<file path="config.mk">
export PLATFORM = sky130hd
export DESIGN_NAME = viterbi_frame_ctrl_flat
export DESIGN_NICKNAME = d
export VERILOG_FILES = /design/src/rtl/viterbi_frame_ctrl_if.sv /design/src/rtl/viterbi_frame_ctrl.sv /design/src/flat_wrapper.sv
export SDC_FILE = /design/constraint.sdc
export NUM_CORES = 1
export LEC_CHECK = 0
export CAP_MARGIN = 30
export CORE_ASPECT_RATIO = 0.75
export CORE_UTILIZATION = 50
export CTS_CLUSTER_SIZE = 10
export DETAILED_ROUTE_END_ITERATION = 8
export PLACE_DENSITY_LB_ADDON = 0.3
export REMOVE_ABC_BUFFERS = 1
export SYNTH_ARGS = -nofsm -noshare
export SYNTH_HDL_FRONTEND = slang
export SYNTH_SLANG_ARGS = --single-unit
</file>
<file path="constraint.sdc">
create_clock -name clk -period 2.5 [get_ports clk]
set_input_delay 0.25 -clock clk [delete_from_list [all_inputs] [get_ports clk]]
set_output_delay 0.25 -clock clk [all_outputs]
set_load 0.02 [all_outputs]
</file>
<file path="src/rtl/viterbi_frame_ctrl_if.sv">
// ---------------------------------------------------------------------------
// viterbi_frame_ctrl_if
//   Bundle of the frame-control, pad-symbol, decoder and result signals of
//   viterbi_frame_ctrl. clk/rst stay outside the bundle as plain ports.
//
//   master : the environment side (drives start/frame_len/sym_*/dec_in)
//   slave  : the frame controller side
//
//   Signals
//     start      1-cycle frame start request
//     frame_len  info symbol count, sampled when start is honoured
//     sym_in     pad symbol word
//     sym_valid  sym_in holds a symbol this cycle
//     sym_ready  controller accepts a symbol this cycle (LOAD only)
//     dec_sym    symbol word presented to the decoder core
//     dec_in     decoded word coming back from the decoder core
//     out_data   decoded info byte (0 when out_valid=0)
//     out_valid  out_data is a decoded info byte
//     busy       frame in progress
//     done       1-cycle pulse, frame fully drained
//     err        sticky protocol error
//     frame_cnt  completed frame count    (only with VCTRL_FRAME_CNT_EN)
//     err_cause  {start-while-busy, underrun} sticky causes (same macro)
// ---------------------------------------------------------------------------
interface viterbi_frame_ctrl_if #(
    parameter int SYM_W = 16,
    parameter int OUT_W = 8,
    parameter int LEN_W = 16
);
    logic             start;
    logic [LEN_W-1:0] frame_len;
    logic [SYM_W-1:0] sym_in;
    logic             sym_valid;
    logic             sym_ready;
    logic [SYM_W-1:0] dec_sym;
    logic [OUT_W-1:0] dec_in;
    logic [OUT_W-1:0] out_data;
    logic             out_valid;
    logic             busy;
    logic             done;
    logic             err;
`ifdef VCTRL_FRAME_CNT_EN
    logic [15:0]      frame_cnt;
    logic [1:0]       err_cause;
`endif

    modport master (
        output start, frame_len, sym_in, sym_valid, dec_in,
        input  sym_ready, dec_sym, out_data, out_valid, busy, done, err
`ifdef VCTRL_FRAME_CNT_EN
        , input frame_cnt, err_cause
`endif
    );

    modport slave (
        input  start, frame_len, sym_in, sym_valid, dec_in,
        output sym_ready, dec_sym, out_data, out_valid, busy, done, err
`ifdef VCTRL_FRAME_CNT_EN
        , output frame_cnt, err_cause
`endif
    );
endinterface

</file>
<file path="src/rtl/viterbi_frame_ctrl.sv">
// ---------------------------------------------------------------------------
// viterbi_frame_ctrl
//   Frame sequencer in front of a stall-free Viterbi decoder core. Each frame
//   feeds frame_len pad symbols (erasures on underrun) to the core, appends
//   TAIL_LEN zero symbols to flush the trellis, then waits for the core
//   pipeline to empty. A tag travels beside every issued word through a delay
//   line matched to the core latency so out_valid flags exactly the decoded
//   info bytes.
//
//   Ports
//     clk   in  single clock
//     rst   in  synchronous active-high reset
//     bus   viterbi_frame_ctrl_if.slave (start, frame_len, sym_in, sym_valid,
//           sym_ready, dec_sym, dec_in, out_data, out_valid, busy, done, err)
//
//   Optional build macro VCTRL_FRAME_CNT_EN adds bus.frame_cnt (completed
//   frames, wraps) and bus.err_cause (bit0 underrun, bit1 start-while-busy).
// ---------------------------------------------------------------------------
module viterbi_frame_ctrl #(
    parameter int SYM_W       = 16,
    parameter int OUT_W       = 8,
    parameter int LEN_W       = 16,
    parameter int TAIL_LEN    = 6,
    parameter int DEC_LATENCY = 32
) (
    input logic                clk,
    input logic                rst,
    viterbi_frame_ctrl_if.slave bus
);
    // Phase counter covers both the TAIL and the DRAIN countdowns.
    localparam int PH_W = $clog2(TAIL_LEN + DEC_LATENCY + 1);

    typedef enum logic [1:0] {
        IDLE  = 2'd0,
        LOAD  = 2'd1,
        TAIL  = 2'd2,
        DRAIN = 2'd3
    } state_t;

    state_t             state_q;
    logic [LEN_W-1:0]   cnt_q;
    logic [PH_W-1:0]    ph_q;
    logic [SYM_W-1:0]   dec_sym_q;
    logic [DEC_LATENCY:0] tag_q;
    logic [OUT_W-1:0]   out_data_q;
    logic               out_valid_q;
    logic               busy_q;
    logic               done_q;
    logic               err_q;
    logic               sym_ready_q;

    logic               tag_in;
    logic               tag_out;
    logic               start_busy;
    logic               underrun;
    logic               last_drain;

    // Only words issued in LOAD carry information; tail and drain words do not.
    assign tag_in     = (state_q == LOAD);
    assign tag_out    = tag_q[DEC_LATENCY];
    assign start_busy = bus.start && (state_q != IDLE);
    assign underrun   = (state_q == LOAD) && !bus.sym_valid;
    assign last_drain = (state_q == DRAIN) && (ph_q == '0);

    always_ff @(posedge clk) begin
        if (rst) begin
            state_q     <= IDLE;
            cnt_q       <= '0;
            ph_q        <= '0;
            dec_sym_q   <= '0;
            tag_q       <= '0;
            out_data_q  <= '0;
            out_valid_q <= 1'b0;
            busy_q      <= 1'b0;
            done_q      <= 1'b0;
            err_q       <= 1'b0;
            sym_ready_q <= 1'b0;
        end else begin
            // Tag line advances in lock-step with dec_sym; its output lines
            // up with the decoder result for the same word.
            tag_q       <= {tag_q[DEC_LATENCY-1:0], tag_in};
            out_valid_q <= tag_out;
            out_data_q  <= tag_out ? bus.dec_in : '0;
            done_q      <= 1'b0;
            dec_sym_q   <= '0;

            if (start_busy || underrun) begin
                err_q <= 1'b1;
            end

            case (state_q)
                IDLE: begin
                    if (bus.start) begin
                        busy_q <= 1'b1;
                        if (bus.frame_len != '0) begin
                            state_q     <= LOAD;
                            cnt_q       <= bus.frame_len;
                            sym_ready_q <= 1'b1;
                        end else begin
                            state_q <= TAIL;
                            ph_q    <= PH_W'(TAIL_LEN - 1);
                        end
                    end
                end
                LOAD: begin
                    // An underrun still occupies a slot as an erasure so the
                    // core sees a contiguous frame.
                    dec_sym_q <= bus.sym_valid ? bus.sym_in : '0;
                    cnt_q     <= cnt_q - 1'b1;
                    // Leaving on cnt==1 means cnt never reaches 0 in LOAD, so
                    // the largest frame_len cannot wrap the counter.
                    if (cnt_q == LEN_W'(1)) begin
                        state_q     <= TAIL;
                        sym_ready_q <= 1'b0;
                        ph_q        <= PH_W'(TAIL_LEN - 1);
                    end
                end
                TAIL: begin
                    if (ph_q == '0) begin
                        state_q <= DRAIN;
                        ph_q    <= PH_W'(DEC_LATENCY);
                    end else begin
                        ph_q <= ph_q - 1'b1;
                    end
                end
                DRAIN: begin
                    if (ph_q == '0) begin
                        state_q <= IDLE;
                        busy_q  <= 1'b0;
                        done_q  <= 1'b1;
                    end else begin
                        ph_q <= ph_q - 1'b1;
                    end
                end
                default: state_q <= IDLE;
            endcase
        end
    end

    assign bus.sym_ready = sym_ready_q;
    assign bus.dec_sym   = dec_sym_q;
    assign bus.out_data  = out_data_q;
    assign bus.out_valid = out_valid_q;
    assign bus.busy      = busy_q;
    assign bus.done      = done_q;
    assign bus.err       = err_q;

`ifdef VCTRL_FRAME_CNT_EN
    logic [15:0] frame_cnt_q;
    logic [1:0]  err_cause_q;

    always_ff @(posedge clk) begin
        if (rst) begin
            frame_cnt_q <= '0;
            err_cause_q <= '0;
        end else begin
            // Counts in the same edge that raises done.
            if (last_drain) begin
                frame_cnt_q <= frame_cnt_q + 16'd1;
            end
            if (underrun) begin
                err_cause_q[0] <= 1'b1;
            end
            if (start_busy) begin
                err_cause_q[1] <= 1'b1;
            end
        end
    end

    assign bus.frame_cnt = frame_cnt_q;
    assign bus.err_cause = err_cause_q;
`endif
endmodule

</file>
<file path="src/flat_wrapper.sv">
// flat-port wrapper written by rule: the top's interface ports become plain ports
module viterbi_frame_ctrl_flat 
#(
    parameter int SYM_W       = 16,
    parameter int OUT_W       = 8,
    parameter int LEN_W       = 16,
    parameter int TAIL_LEN    = 6,
    parameter int DEC_LATENCY = 32
)
  (clk, rst, bus_start, bus_frame_len, bus_sym_in, bus_sym_valid, bus_dec_in, bus_sym_ready, bus_dec_sym, bus_out_data, bus_out_valid, bus_busy, bus_done, bus_err);
  viterbi_frame_ctrl_if #(.SYM_W(SYM_W), .OUT_W(OUT_W), .LEN_W(LEN_W)) bus_i ();
  input logic clk;
  input logic rst;
  input wire logic [$bits(bus_i.start)-1:0] bus_start;
  input wire logic [$bits(bus_i.frame_len)-1:0] bus_frame_len;
  input wire logic [$bits(bus_i.sym_in)-1:0] bus_sym_in;
  input wire logic [$bits(bus_i.sym_valid)-1:0] bus_sym_valid;
  input wire logic [$bits(bus_i.dec_in)-1:0] bus_dec_in;
  output wire logic [$bits(bus_i.sym_ready)-1:0] bus_sym_ready;
  output wire logic [$bits(bus_i.dec_sym)-1:0] bus_dec_sym;
  output wire logic [$bits(bus_i.out_data)-1:0] bus_out_data;
  output wire logic [$bits(bus_i.out_valid)-1:0] bus_out_valid;
  output wire logic [$bits(bus_i.busy)-1:0] bus_busy;
  output wire logic [$bits(bus_i.done)-1:0] bus_done;
  output wire logic [$bits(bus_i.err)-1:0] bus_err;
  assign bus_i.start = bus_start;
  assign bus_i.frame_len = bus_frame_len;
  assign bus_i.sym_in = bus_sym_in;
  assign bus_i.sym_valid = bus_sym_valid;
  assign bus_i.dec_in = bus_dec_in;
  assign bus_sym_ready = bus_i.sym_ready;
  assign bus_dec_sym = bus_i.dec_sym;
  assign bus_out_data = bus_i.out_data;
  assign bus_out_valid = bus_i.out_valid;
  assign bus_busy = bus_i.busy;
  assign bus_done = bus_i.done;
  assign bus_err = bus_i.err;
  viterbi_frame_ctrl #(.SYM_W(SYM_W), .OUT_W(OUT_W), .LEN_W(LEN_W), .TAIL_LEN(TAIL_LEN), .DEC_LATENCY(DEC_LATENCY)) u_core (.clk(clk), .rst(rst), .bus(bus_i));
endmodule
</file>
==> summary.txt <==
Floorplan
  • Die Footprint: 7318 um^2
  • Standard-cell rows: 25
  • Die Y-Extent: 74.34 um
  • Io pins: 73
  • Die Width: 98.45 um
  • Starting Density: 53.62%
  • CORE AREA: 6506 um^2

Synth
  • Yosys top cell by area: dfxtp_1
  • Post-synth EDFFs: 0
  • Ys async rst share: 0%
  • Synthesized area per cell: 9.454 um^2
  • Synth cell count leaders: 86 x dfxtp_1, 35 x nor2b_1, 30 x a21oi_1, 25 x and2_1, 25 x nor2_1
  • Yosys top cell area share: 49.35%
  • Sequential area share after synthesis: 49.35%
  • Yosys warns: 0
  • Count leader, synth: dfxtp_1
  • Seq cells post-synth: 86
  • Cell area after synthesis: 3488 um^2
  • Dominant cells by area after synthesis: dfxtp_1 49%, nor2b_1 6.3%, and2_1 4.5%
  • Distinct cell type count after synthesis: 59
  • Instance count of the mapped netlist: 369
  • Prevailing post-synth register cell: dfxtp_1

Run
  • Max Cap Viol: 0

Clock network
  • CTS tree: built
  • Post-CTS setup buffer count: 0
  • H-tree depth: 3
  • Root Driver: clkbuf_8
  • Clk_lat worst skew: 0.35 ns
  • CTS sink count: 86
  • Clock-pin slew on the worst setup and hold paths: 0.08 ns
  • Cts bufs inserted: 9
  • Hold buffers post-CTS: 0
  • Cts repair resizes: 0
  • Max clock buf depth: 2

Detailed routing
  • Drt drc: 5
  • Drt first pass iters: 6
  • Vias: 2874
  • Wire per inst: 14.53 um
  • ANT nets after route: 0
  • WL final: 7703 um
  • Vias per cell: 5.423
  • Drt first-iter violations: 121

Timing
  • Final setup viols: 0
  • RSZ-0062 raised after global routing: false
  • WHS: 0.4012 ns
  • Max Fclk: 420.8 MHz
  • Final WS setup: 0.1235 ns
  • Worst Skew: 0.009224 ns
  • Slew HR: 61.09%
  • Worst-margin pin slew: 0.5791 ns
  • Period utilization: 95.06%
  • Hold Fails Final Rpt: 0
  • Slew Viols, Final: 0
  • Post-route minimum period: 2.376 ns

Status
  • Status: finished with violations
  • Failing checks: DRC

Setup path
  • Slowest CP cell: or4b_2
  • WP data required: 2.75 ns
  • Cell Chain, Critical Path: inv_1, ha_1, or4b_2, nor3_2, buf_4, and3_1, a21oi_1, o32ai_1
  • Crit start category: flop
  • Critical path data arrival time: 2.63 ns
  • CP endpoint kind: flop
  • Crit-path max FO: 6
  • CP max stage delay: 0.67 ns
  • CP Buf/Inv Count: 2
  • CP delay by family, top: simple AND/OR/NAND/NOR gates
  • CP Class: flop to flop

Layout
  • ANT cells: 0
  • Layout Area Growth over Synthesis: 29.91%
  • Share of cells above drive strength 1: 10.02%
  • Nets@finish: 497

Global route
  • Global route overflow: 0
  • Number of global-route vias before repair: 2649
  • GRT Total Usage: 22.28%
  • Largest net degree at the start of global routing: 37
  • Antenna violations before repair: 0
  • First-pass GRT wire length: 12610 um

Placement
  • Port bufs: 72
  • Pre-CTS WS: -0.00009726 ns
  • Detailed Place HPWL: 5233 um
  • RD Place Congestion: 0.9111

Hold path
  • Hold crit path type: input port to flop

Power
  • Power per Cell Area: 1068 nW/um^2
  • Leak: 1.797 nW
  • Peak supply drop: 0.4702 mV
## per-layer routing
| layer | vias up | share of wire (%) | track usage [%] |
|---|---|---|---|
| li1 | 1438 | - | - |
| met1 | 1322 | 45 | 28.07 |
| met2 | 106 | 46 | 36.62 |
| met3 | 8 | 8.6 | 8.271 |
| met4 | 0 | 0.82 | 6.136 |
| met5 | - | 0 | 0 |
## cells in the final DEF (no fill, tap or decap), drive strengths merged, types with 3 or more instances in the layout
master         Yosys  final
and3               7      7
mux2i              4      4
clkinv             2      4
nor4               4      4
or4                6      6
clkbuf            16     10
a21oi             30     30
nor4b              3      3
nor3               6      6
clkdlybuf4s50      0     71
buf                4     14
or3                3      3
and2              25     25
dfxtp             86     86
o21ai             15     15
o32ai              7      7
nand3b             4      4
nor2              25     25
ha                 8      8
nand3              4      4
inv               11     12
nand2             20     20
a211oi             7      7
nor2b             35     35
## worst paths after layout
kind / start / end / slack (ns) / depth (start not counted)
max: u_core.cnt_q[0]$_SDFFE_PP0P_ / u_core.cnt_q[8]$_SDFFE_PP0P_ / 0.12 / 8
min: rst / u_core.bus.err$_SDFFE_PP0P_ / 0.40 / 3
max reg2reg: u_core.cnt_q[0]$_SDFFE_PP0P_ / u_core.cnt_q[8]$_SDFFE_PP0P_ / 0.12 / 8
min reg2reg: u_core.tag_q[12]$_SDFF_PP0_ / u_core.tag_q[13]$_SDFF_PP0_ / 0.44 / 1
## logic make-up after synthesis
| group | share of synthesized area, % |
|---|---|
| AND/OR/NAND/NOR | 26.18 |
| flip-flops | 49.35 |
| AO/OA/AOI/OAI | 15.85 |
| buffers and inverters | 4.017 |
| adder cells (fa/ha/maj) | 2.870 |
| multiplexers | 1.471 |
| XOR/XNOR | 0.2511 |
## layout make-up
class	instances	area [um^2]
Sequential cell	86	1722
Timing Repair Buffer	85	813.3
Fill cell	518	1974
Tap cell	81	101.3
Inverter	13	48.80
Clock buffer	10	137.6
Clock inverter	5	82.58
Multi-Input combinational cell	250	1627
## registers in the layout, summed over array words and instances, names as in the netlist
signal / flops
u_core.bus.busy: 1
u_core.bus.sym_ready: 1
u_core.bus.done: 1
u_core.ph_q: 6
u_core.cnt_q: 16
u_core.bus.out_data: 8
u_core.bus.err: 1
u_core.state_q: 2
u_core.tag_q: 33
u_core.bus.dec_sym: 16
u_core.bus.out_valid: 1
## power by group
group	switching, mW	internal [mW]	leakage [nW]	total (mW)
Combinational	1.17	0.879	0.986	2.05
Clock	0.476	0.588	0.113	1.06
Sequential	0.180	1.55	0.698	1.73
## metrics by stage
step	std cells	total power, mW	setup TNS [ns]	utilization [%]	instance area [um^2]
detailed placement	515	3.754	-0.00009726	66.27	4312
floorplan	349	3.080	0	-	3397
finish	530	4.841	0	69.65	4532
global route	530	5.159	0	69.65	4532
CTS	530	4.839	0	69.65	4532
global placement	515	3.700	0	66.27	4312
## worst register-to-register path: cells and delay by family (launching register included)
kind,cells,cell delay (ns)
buffers and inverters,2,0.32
AO/OA/AOI/OAI,2,0.26
adder cells (fa/ha/maj),1,0.22
AND/OR/NAND/NOR,3,1.12
flip-flops,1,0.37
No activity file was read; power rests on OpenSTA's default activity.
